File: config.mk
export PLATFORM = sky130hd
export DESIGN_NAME = multicycle_ctrl
export DESIGN_NICKNAME = d
export VERILOG_FILES = /design/src/rtl/multicycle_ctrl.sv
export SDC_FILE = /design/constraint.sdc
export NUM_CORES = 1
export LEC_CHECK = 0
export BUFFER_PORTS_ARGS = -buffer_cell sky130_fd_sc_hd__buf_2
export CAP_MARGIN = 15
export CORE_AREA = 4 4 57 80
export DETAILED_ROUTE_END_ITERATION = 7
export DIE_AREA = 0 0 61 84
export HOLD_SLACK_MARGIN = 0.05
export PLACE_DENSITY = 0.72
export SLEW_MARGIN = 20
export SYNTH_ARGS = -nofsm -noshare
export SYNTH_HDL_FRONTEND = slang
export SYNTH_SLANG_ARGS = --single-unit
export TNS_END_PERCENT = 10
File: constraint.sdc
create_clock -name clk -period 1.6 [get_ports clk]
set_input_delay 0.16 -clock clk [delete_from_list [all_inputs] [get_ports clk]]
set_output_delay 0.16 -clock clk [all_outputs]
set_load 0.03 [all_outputs]
File: src/rtl/multicycle_ctrl.sv
// Multicycle CPU main control FSM.
// Sequences fetch, decode, execute, memory and writeback, drives the ALU
// operation and datapath selects every cycle, and handshakes with the shared
// instruction/data memory through mem_req/mem_ready.
//
// state    | meaning
// ---------+-----------------------------------------------------------
// RESET    | idle after reset, every output 0
// FETCH    | read instruction at PC, PC+4 computed; wait for mem_ready
// DECODE   | latch op/funct, branch target into ALUOut, dispatch
// EXEC_R   | R-type ALU operation
// EXEC_I   | I-type ALU operation with extended immediate
// WB_R     | write R-type result to rd (suppressed on trapping overflow)
// WB_I     | write I-type result to rt (suppressed on trapping overflow)
// MEM_ADDR | compute load/store address A + sign-extended imm
// MEM_RD   | load request at ALUOut; wait for mem_ready
// MEM_WR   | store request at ALUOut; wait for mem_ready
// WB_MEM   | write MDR to rt
// BRANCH   | compare and conditionally load PC from ALUOut
// JUMP     | load PC with jump target, jal also writes PC to RA
// JR       | load PC from rs
module multicycle_ctrl #(
    parameter int RA_INDEX = 31,
    parameter int ALUCTR_W = 4
) (
    input  logic                clk,
    input  logic                rst_n,
    input  logic [5:0]          op,
    input  logic [5:0]          funct,
    input  logic                alu_zero,
    input  logic                alu_negative,
    input  logic                alu_overflow,
    input  logic                mem_ready,
    output logic                mem_req,
    output logic                mem_we,
    output logic                iord,
    output logic                ir_write,
    output logic                pc_write,
    output logic [1:0]          pc_source,
    output logic [1:0]          alu_src_a,
    output logic [1:0]          alu_src_b,
    output logic                ext_op,
    output logic [ALUCTR_W-1:0] alu_ctr,
    output logic                reg_write,
    output logic [1:0]          reg_dst,
    output logic [1:0]          mem_to_reg,
    output logic                ovf_exc,
    output logic                illegal,
    output logic [3:0]          state
);

    // The register file owns the RA_INDEX decode (reg_dst=10); here it is
    // only sanity-checked so a bad override fails at elaboration.
    if (RA_INDEX < 0 || RA_INDEX > 31) begin : g_bad_ra_index
        $error("RA_INDEX must select one of 32 registers");
    end
    if (ALUCTR_W != 4) begin : g_bad_aluctr_w
        $error("ALUCTR_W is fixed at 4 by the ALU encoding");
    end

    localparam logic [3:0] ALU_ADDU = 4'b0000;
    localparam logic [3:0] ALU_SUBU = 4'b0001;
    localparam logic [3:0] ALU_ADD  = 4'b0010;
    localparam logic [3:0] ALU_SUB  = 4'b0011;
    localparam logic [3:0] ALU_AND  = 4'b0100;
    localparam logic [3:0] ALU_OR   = 4'b0101;
    localparam logic [3:0] ALU_XOR  = 4'b0110;
    localparam logic [3:0] ALU_NOR  = 4'b0111;
    localparam logic [3:0] ALU_SLT  = 4'b1000;
    localparam logic [3:0] ALU_SLTU = 4'b1001;
    localparam logic [3:0] ALU_SLL  = 4'b1010;
    localparam logic [3:0] ALU_SRL  = 4'b1011;
    localparam logic [3:0] ALU_SRA  = 4'b1100;
    localparam logic [3:0] ALU_LUI  = 4'b1110;
    localparam logic [3:0] ALU_CMP  = 4'b1111;

    localparam logic [5:0] OP_RTYPE = 6'h00;
    localparam logic [5:0] OP_J     = 6'h02;
    localparam logic [5:0] OP_JAL   = 6'h03;
    localparam logic [5:0] OP_BEQ   = 6'h04;
    localparam logic [5:0] OP_BNE   = 6'h05;
    localparam logic [5:0] OP_BLEZ  = 6'h06;
    localparam logic [5:0] OP_BGTZ  = 6'h07;
    localparam logic [5:0] OP_ADDI  = 6'h08;
    localparam logic [5:0] OP_ADDIU = 6'h09;
    localparam logic [5:0] OP_SLTI  = 6'h0A;
    localparam logic [5:0] OP_SLTIU = 6'h0B;
    localparam logic [5:0] OP_ANDI  = 6'h0C;
    localparam logic [5:0] OP_ORI   = 6'h0D;
    localparam logic [5:0] OP_XORI  = 6'h0E;
    localparam logic [5:0] OP_LUI   = 6'h0F;
    localparam logic [5:0] OP_LW    = 6'h23;
    localparam logic [5:0] OP_SW    = 6'h2B;

    localparam logic [5:0] FN_JR    = 6'h08;
    localparam logic [5:0] FN_ADD   = 6'h20;
    localparam logic [5:0] FN_SUB   = 6'h22;

    typedef enum logic [3:0] {
        S_RESET    = 4'd0,
        S_FETCH    = 4'd1,
        S_DECODE   = 4'd2,
        S_EXEC_R   = 4'd3,
        S_EXEC_I   = 4'd4,
        S_WB_R     = 4'd5,
        S_WB_I     = 4'd6,
        S_MEM_ADDR = 4'd7,
        S_MEM_RD   = 4'd8,
        S_MEM_WR   = 4'd9,
        S_WB_MEM   = 4'd10,
        S_BRANCH   = 4'd11,
        S_JUMP     = 4'd12,
        S_JR       = 4'd13
    } state_t;

    state_t     state_q, state_d;
    logic [5:0] op_q, op_d;
    logic [5:0] funct_q, funct_d;
    logic       ovf_q, ovf_d;
    logic       trap_insn;

    function automatic logic r_funct_ok(input logic [5:0] f);
        case (f)
            6'h20, 6'h21, 6'h22, 6'h23, 6'h24, 6'h25, 6'h26, 6'h27,
            6'h2A, 6'h2B, 6'h00, 6'h04, 6'h02, 6'h06, 6'h03, 6'h07:
                r_funct_ok = 1'b1;
            default: r_funct_ok = 1'b0;
        endcase
    endfunction

    function automatic logic [3:0] r_alu(input logic [5:0] f);
        case (f)
            6'h20:        r_alu = ALU_ADD;
            6'h21:        r_alu = ALU_ADDU;
            6'h22:        r_alu = ALU_SUB;
            6'h23:        r_alu = ALU_SUBU;
            6'h24:        r_alu = ALU_AND;
            6'h25:        r_alu = ALU_OR;
            6'h26:        r_alu = ALU_XOR;
            6'h27:        r_alu = ALU_NOR;
            6'h2A:        r_alu = ALU_SLT;
            6'h2B:        r_alu = ALU_SLTU;
            6'h00, 6'h04: r_alu = ALU_SLL;
            6'h02, 6'h06: r_alu = ALU_SRL;
            6'h03, 6'h07: r_alu = ALU_SRA;
            default:      r_alu = ALU_ADDU;
        endcase
    endfunction

    function automatic logic [3:0] i_alu(input logic [5:0] o);
        case (o)
            OP_ADDI:  i_alu = ALU_ADD;
            OP_ADDIU: i_alu = ALU_ADDU;
            OP_SLTI:  i_alu = ALU_SLT;
            OP_SLTIU: i_alu = ALU_SLTU;
            OP_ANDI:  i_alu = ALU_AND;
            OP_ORI:   i_alu = ALU_OR;
            OP_XORI:  i_alu = ALU_XOR;
            OP_LUI:   i_alu = ALU_LUI;
            default:  i_alu = ALU_ADDU;
        endcase
    endfunction

    // State register plus the instruction fields and overflow flag captured
    // for the later cycles of the instruction.
    always_ff @(posedge clk or negedge rst_n) begin
        if (!rst_n) begin
            state_q <= S_RESET;
            op_q    <= '0;
            funct_q <= '0;
            ovf_q   <= 1'b0;
        end else begin
            state_q <= state_d;
            op_q    <= op_d;
            funct_q <= funct_d;
            ovf_q   <= ovf_d;
        end
    end

    // Capture op/funct in DECODE and the ALU overflow flag in either EXEC state.
    always_comb begin
        op_d    = op_q;
        funct_d = funct_q;
        ovf_d   = ovf_q;
        if (state_q == S_DECODE) begin
            op_d    = op;
            funct_d = funct;
        end
        if (state_q == S_EXEC_R || state_q == S_EXEC_I) begin
            ovf_d = alu_overflow;
        end
    end

    // Only the signed add/sub forms trap on overflow; the unsigned ones wrap.
    always_comb begin
        trap_insn = ((op_q == OP_RTYPE) && (funct_q == FN_ADD || funct_q == FN_SUB))
                    || (op_q == OP_ADDI);
    end

    // Next-state and Moore/Mealy outputs; everything defaults to 0.
    always_comb begin
        state_d    = state_q;
        mem_req    = 1'b0;
        mem_we     = 1'b0;
        iord       = 1'b0;
        ir_write   = 1'b0;
        pc_write   = 1'b0;
        pc_source  = 2'b00;
        alu_src_a  = 2'b00;
        alu_src_b  = 2'b00;
        ext_op     = 1'b0;
        alu_ctr    = ALU_ADDU;
        reg_write  = 1'b0;
        reg_dst    = 2'b00;
        mem_to_reg = 2'b00;
        ovf_exc    = 1'b0;
        illegal    = 1'b0;
        case (state_q)
            S_RESET: state_d = S_FETCH;
            S_FETCH: begin
                mem_req   = 1'b1;
                alu_src_b = 2'b01;
                if (mem_ready) begin
                    ir_write = 1'b1;
                    pc_write = 1'b1;
                    state_d  = S_DECODE;
                end
            end
            S_DECODE: begin
                alu_src_b = 2'b11;
                ext_op    = 1'b1;
                case (op)
                    OP_RTYPE: begin
                        if (funct == FN_JR) begin
                            state_d = S_JR;
                        end else if (r_funct_ok(funct)) begin
                            state_d = S_EXEC_R;
                        end else begin
                            illegal = 1'b1;
                            state_d = S_FETCH;
                        end
                    end
                    OP_ADDI, OP_ADDIU, OP_SLTI, OP_SLTIU,
                    OP_ANDI, OP_ORI, OP_XORI, OP_LUI: state_d = S_EXEC_I;
                    OP_LW, OP_SW:                     state_d = S_MEM_ADDR;
                    OP_BEQ, OP_BNE, OP_BLEZ, OP_BGTZ: state_d = S_BRANCH;
                    OP_J, OP_JAL:                     state_d = S_JUMP;
                    default: begin
                        illegal = 1'b1;
                        state_d = S_FETCH;
                    end
                endcase
            end
            S_EXEC_R: begin
                // Immediate shifts take shamt as the left operand.
                if (funct_q == 6'h00 || funct_q == 6'h02 || funct_q == 6'h03) begin
                    alu_src_a = 2'b10;
                end else begin
                    alu_src_a = 2'b01;
                end
                alu_ctr = r_alu(funct_q);
                state_d = S_WB_R;
            end
            S_EXEC_I: begin
                alu_src_a = 2'b01;
                alu_src_b = 2'b10;
                ext_op    = !(op_q == OP_ANDI || op_q == OP_ORI || op_q == OP_XORI);
                alu_ctr   = i_alu(op_q);
                state_d   = S_WB_I;
            end
            S_WB_R, S_WB_I: begin
                reg_dst = (state_q == S_WB_R) ? 2'b01 : 2'b00;
                if (trap_insn && ovf_q) begin
                    ovf_exc = 1'b1;
                end else begin
                    reg_write = 1'b1;
                end
                state_d = S_FETCH;
            end
            S_MEM_ADDR: begin
                alu_src_a = 2'b01;
                alu_src_b = 2'b10;
                ext_op    = 1'b1;
                alu_ctr   = ALU_ADD;
                state_d   = (op_q == OP_LW) ? S_MEM_RD : S_MEM_WR;
            end
            S_MEM_RD: begin
                mem_req = 1'b1;
                iord    = 1'b1;
                if (mem_ready) state_d = S_WB_MEM;
            end
            S_MEM_WR: begin
                mem_req = 1'b1;
                iord    = 1'b1;
                mem_we  = 1'b1;
                if (mem_ready) state_d = S_FETCH;
            end
            S_WB_MEM: begin
                reg_write  = 1'b1;
                mem_to_reg = 2'b01;
                state_d    = S_FETCH;
            end
            S_BRANCH: begin
                alu_src_a = 2'b01;
                pc_source = 2'b01;
                case (op_q)
                    OP_BEQ: begin
                        alu_ctr  = ALU_SUB;
                        pc_write = alu_zero;
                    end
                    OP_BNE: begin
                        alu_ctr  = ALU_SUB;
                        pc_write = !alu_zero;
                    end
                    OP_BLEZ: begin
                        alu_ctr  = ALU_CMP;
                        pc_write = alu_zero || alu_negative;
                    end
                    default: begin
                        alu_ctr  = ALU_CMP;
                        pc_write = !alu_zero && !alu_negative;
                    end
                endcase
                state_d = S_FETCH;
            end
            S_JUMP: begin
                pc_write  = 1'b1;
                pc_source = 2'b10;
                if (op_q == OP_JAL) begin
                    reg_write  = 1'b1;
                    reg_dst    = 2'b10;
                    mem_to_reg = 2'b10;
                end
                state_d = S_FETCH;
            end
            S_JR: begin
                pc_write  = 1'b1;
                pc_source = 2'b11;
                state_d   = S_FETCH;
            end
            default: state_d = S_RESET;
        endcase
    end

    assign state = state_q;

endmodule

==> results.py <==
metrics = {
    "setup_path": {
        "endpoint_kind": "output pin",
        "path_max_fanout": 4,
        "critPathLaunchType": "register",
        "crit_path_max_incr_delay_ns": 0.56,
        "rrSetupSlack_ns": 0.01,
        "arrival_ns": 1.86,
        "crit_slowest_cell": "or4b_4",
        "r2r_end": "funct_q[2]$_DFFE_PN0P_",
        "crit_chain": "or4b_4 > o21bai_1 > o32ai_1 > a211o_1 > buf_6",
        "cp.required_ns": 1.44,
        "path_class": "register to output pin",
        "critical_path.endpoint": "pc_write",
        "r2r_start": "state[2]$_DFFE_PN0P_",
        "startpoint": "op_q[3]$_DFFE_PN0P_",
        "ff2ff_path_depth": 5,
    },
    "timing": {
        "holdWs_ns": 0.142,
        "drv_slew": 0,
        "fmax_mhz": 496,
        "clock-skew-final_ns": 0.00171,
        "fin_crit_sh_pct": 126,
        "worst_pin_slew_ns": 0.353,
        "setup-tns-final_ns": -2.61,
        "final.min_clock_period_ns": 2.02,
        "setup_slack_ns": -0.416,
        "hold_viol_final": 0,
        "slew_headroom_pct": 75.8,
        "setup_violations": 13,
        "rsz0062_at_grt": "yes",
    },
    "cells_and_area": {
        "areaGrowthSynthToFinish_pct": 71.2,
        "diodes": 0,
        "final_area_mm2": 0.00258,
        "fin_cells": 325,
        "final_cell_mix": "buf_4, buf_2, buf_6, nand2_1, dfrtp_1",
        "nNetsFinal": 301,
        "multiInputGateArea_mm2": 0.00122,
        "seqCellArea_um2": 429,
        "final_common_cell": "buf_4",
        "fin_util_pct": 66.9,
        "drive_gt1_share_pct": 57.8,
        "nFillCells": 317,
    },
    "status": {
        "status": "finished, violations left",
        "violations": "setup timing",
    },
    "routing": {
        "wirelength_um": 5540,
        "viasPerCell": 5.83,
        "drt_iter0_markers": 99,
        "remaining_drc_errors": 0,
        "dr_total_vias": 1896,
        "firstDrtPassIters": 4,
        "wl_per_cell_um": 17.0,
        "antenna_left": 0,
    },
    "power": {
        "internal-power_mw": 2.49,
        "p_total_mw": 4.78,
        "p_sw_share_pct": 48.0,
        "power_frac_seq_pct": 18.3,
        "leakagePower_nw": 1.11,
        "p_sw_mw": 2.29,
        "pwr-share-clk_pct": 6.7,
        "combPwrFrac_pct": 75.0,
        "vdd_drop_max_uv": 1200,
        "power_density_mw_per_mm2": 1860,
    },
    "synth": {
        "netlist_instances": 187,
        "synthesis.nets": 205,
        "ys.flop_type": "dfrtp_1",
        "ys_ff_latch": 17,
        "ys_seq_area_share_pct": 28.3,
        "netlist-cell-type-count": 53,
        "async_flop_share_pct": 100,
        "synth_area_mm2": 0.00151,
        "avgSynthCellArea_um2": 8.05,
        "ys_warn_count": 0,
        "synth-edff-count": 0,
    },
    "place": {
        "place_area_mm2": 0.00225,
        "portBuffers": 44,
        "pre_cts_slack_ns": -0.168,
        "place.gp.congestion": 0.906,
        "placedCellCount": 320,
        "dp_hpwl_um": 4090,
    },
    "run": {
        "maxCapViolCount": 0,
    },
    "global_routing": {
        "overflow": 0,
        "grt_use_total_pct": 22.2,
        "grt_max_degree": 18,
        "grt_pass1_wl_um": 8650,
        "first_global_vias": 1875,
        "antenna_found_initial": 0,
    },
    "clocking": {
        "numCtsBuffers": 3,
        "post-cts-setup-buffers": 0,
        "clk_path_buf_depth": 2,
        "cts_tree": "built",
        "path_clk_slew_ns": 0.06,
        "cts-root-buf": "clkbuf_8",
        "cts.sinks": 17,
        "cts-htree-levels": 1,
        "worstSkewPairLatency_ns": 0.25,
    },
    "hold_path": {
        "min_from": "alu_overflow",
        "hold_class": "input pin to register",
    },
    "floorplan": {
        "chipHeight_um": 84,
        "initial_utilization_pct": 39.1,
        "core_area_mm2": 0.00385,
        "pin_count": 45,
        "die-area_mm2": 0.00512,
        "num_rows": 27,
        "die_x_um": 61,
    },
}
-- kinds of logic after synthesis --
| kind of cell | count (synthesis) | synth area share (%) |
|---|---|---|
| buf+inv | 18 | 5.49 |
| simple gates | 84 | 32.8 |
| flops | 17 | 28.3 |
| compound gates | 55 | 24.0 |
| mux | 11 | 8.23 |
| xor+xnor | 2 | 1.16 |
-- state kept, by name (all words and copies together), names as in the netlist --
register	cells
op_q	6
ovf_q	1
funct_q	6
state	4
-- routing by layer --
metal	vias to the layer above	GRT usage, %	part of all wire (%)
li1	894	-	-
met1	908	25.1	38
met2	77	39.2	55
met3	17	1.86	4.1
met4	0	11.0	3.5
met5	-	0	0
-- cell type report --
type / instances / share of cell area [%]
Inverter: 5 / 0.729
Sequential cell: 17 / 16.7
Clock inverter: 1 / 0.194
Timing Repair Buffer: 104 / 31.4
Multi-Input combinational cell: 152 / 47.3
Clock buffer: 3 / 1.60
Tap cell: 43 / 2.09
-- synthesized netlist by cell type (2+ instances only) --
cell / n / share of area, %
nor4b_1: 4 / 2.3
nand3b_1: 4 / 2.0
o22ai_1: 4 / 1.7
dfrtp_1: 17 / 28
clkbuf_1: 7 / 1.7
buf_2: 2 / 0.67
o21bai_1: 2 / 1.0
mux2_2: 11 / 8.2
nor2b_1: 6 / 2.5
inv_1: 5 / 1.2
and4b_1: 2 / 1.3
nand4_1: 2 / 0.83
nand2b_1: 8 / 3.3
nor2_1: 17 / 4.2
o211ai_1: 3 / 1.5
nor3b_1: 2 / 1.0
nor3_1: 6 / 2.0
a21oi_1: 14 / 4.7
nand2_1: 15 / 3.7
nand3_1: 6 / 2.0
o21ai_0: 9 / 3.0
xor2_1: 2 / 1.2
o21a_1: 3 / 1.5
a41oi_1: 4 / 2.3
a211o_1: 2 / 1.2
a31oi_1: 3 / 1.2
-- power groups by stage --
| stage | combinational (mW) | clock (mW) | sequential (mW) |
|---|---|---|---|
| 2_1_floorplan | 1.76 | 0 | 0.886 |
| 3_3_place_gp | 2.96 | 0 | 0.813 |
| 3_5_place_dp | 3.02 | 0 | 0.827 |
| 4_1_cts | 3.37 | 0.329 | 0.846 |
| 5_1_grt | 3.80 | 0.354 | 0.903 |
| 6_report | 3.58 | 0.320 | 0.875 |
-- repair_timing --
item	in CTS	in global routing
setup endpoints to repair	31	29
hold endpoints to repair	17	0
hold buffers	1	0
pin swaps	10	6
resized for setup	52	25
-- worst max-delay path, delay by kind of cell (launching register included) --
family / cells / cell delay, ns
flops: 1 / 0.38
buf+inv: 1 / 0.15
compound gates: 3 / 0.52
simple gates: 1 / 0.56
-- worst min-delay path by stage --
stage	endpoint	slack, ns	cells after the start
4_1_cts	ovf_q$_DFFE_PN0P_	0.14	2
2_1_floorplan	funct_q[0]$_DFFE_PN0P_	-0.14	0
3_3_place_gp	funct_q[0]$_DFFE_PN0P_	0.09	1
5_1_grt	ovf_q$_DFFE_PN0P_	0.14	2
3_5_place_dp	funct_q[4]$_DFFE_PN0P_	0.1	1
6_report	ovf_q$_DFFE_PN0P_	0.14	2
(Power assumes the default switching activity.)
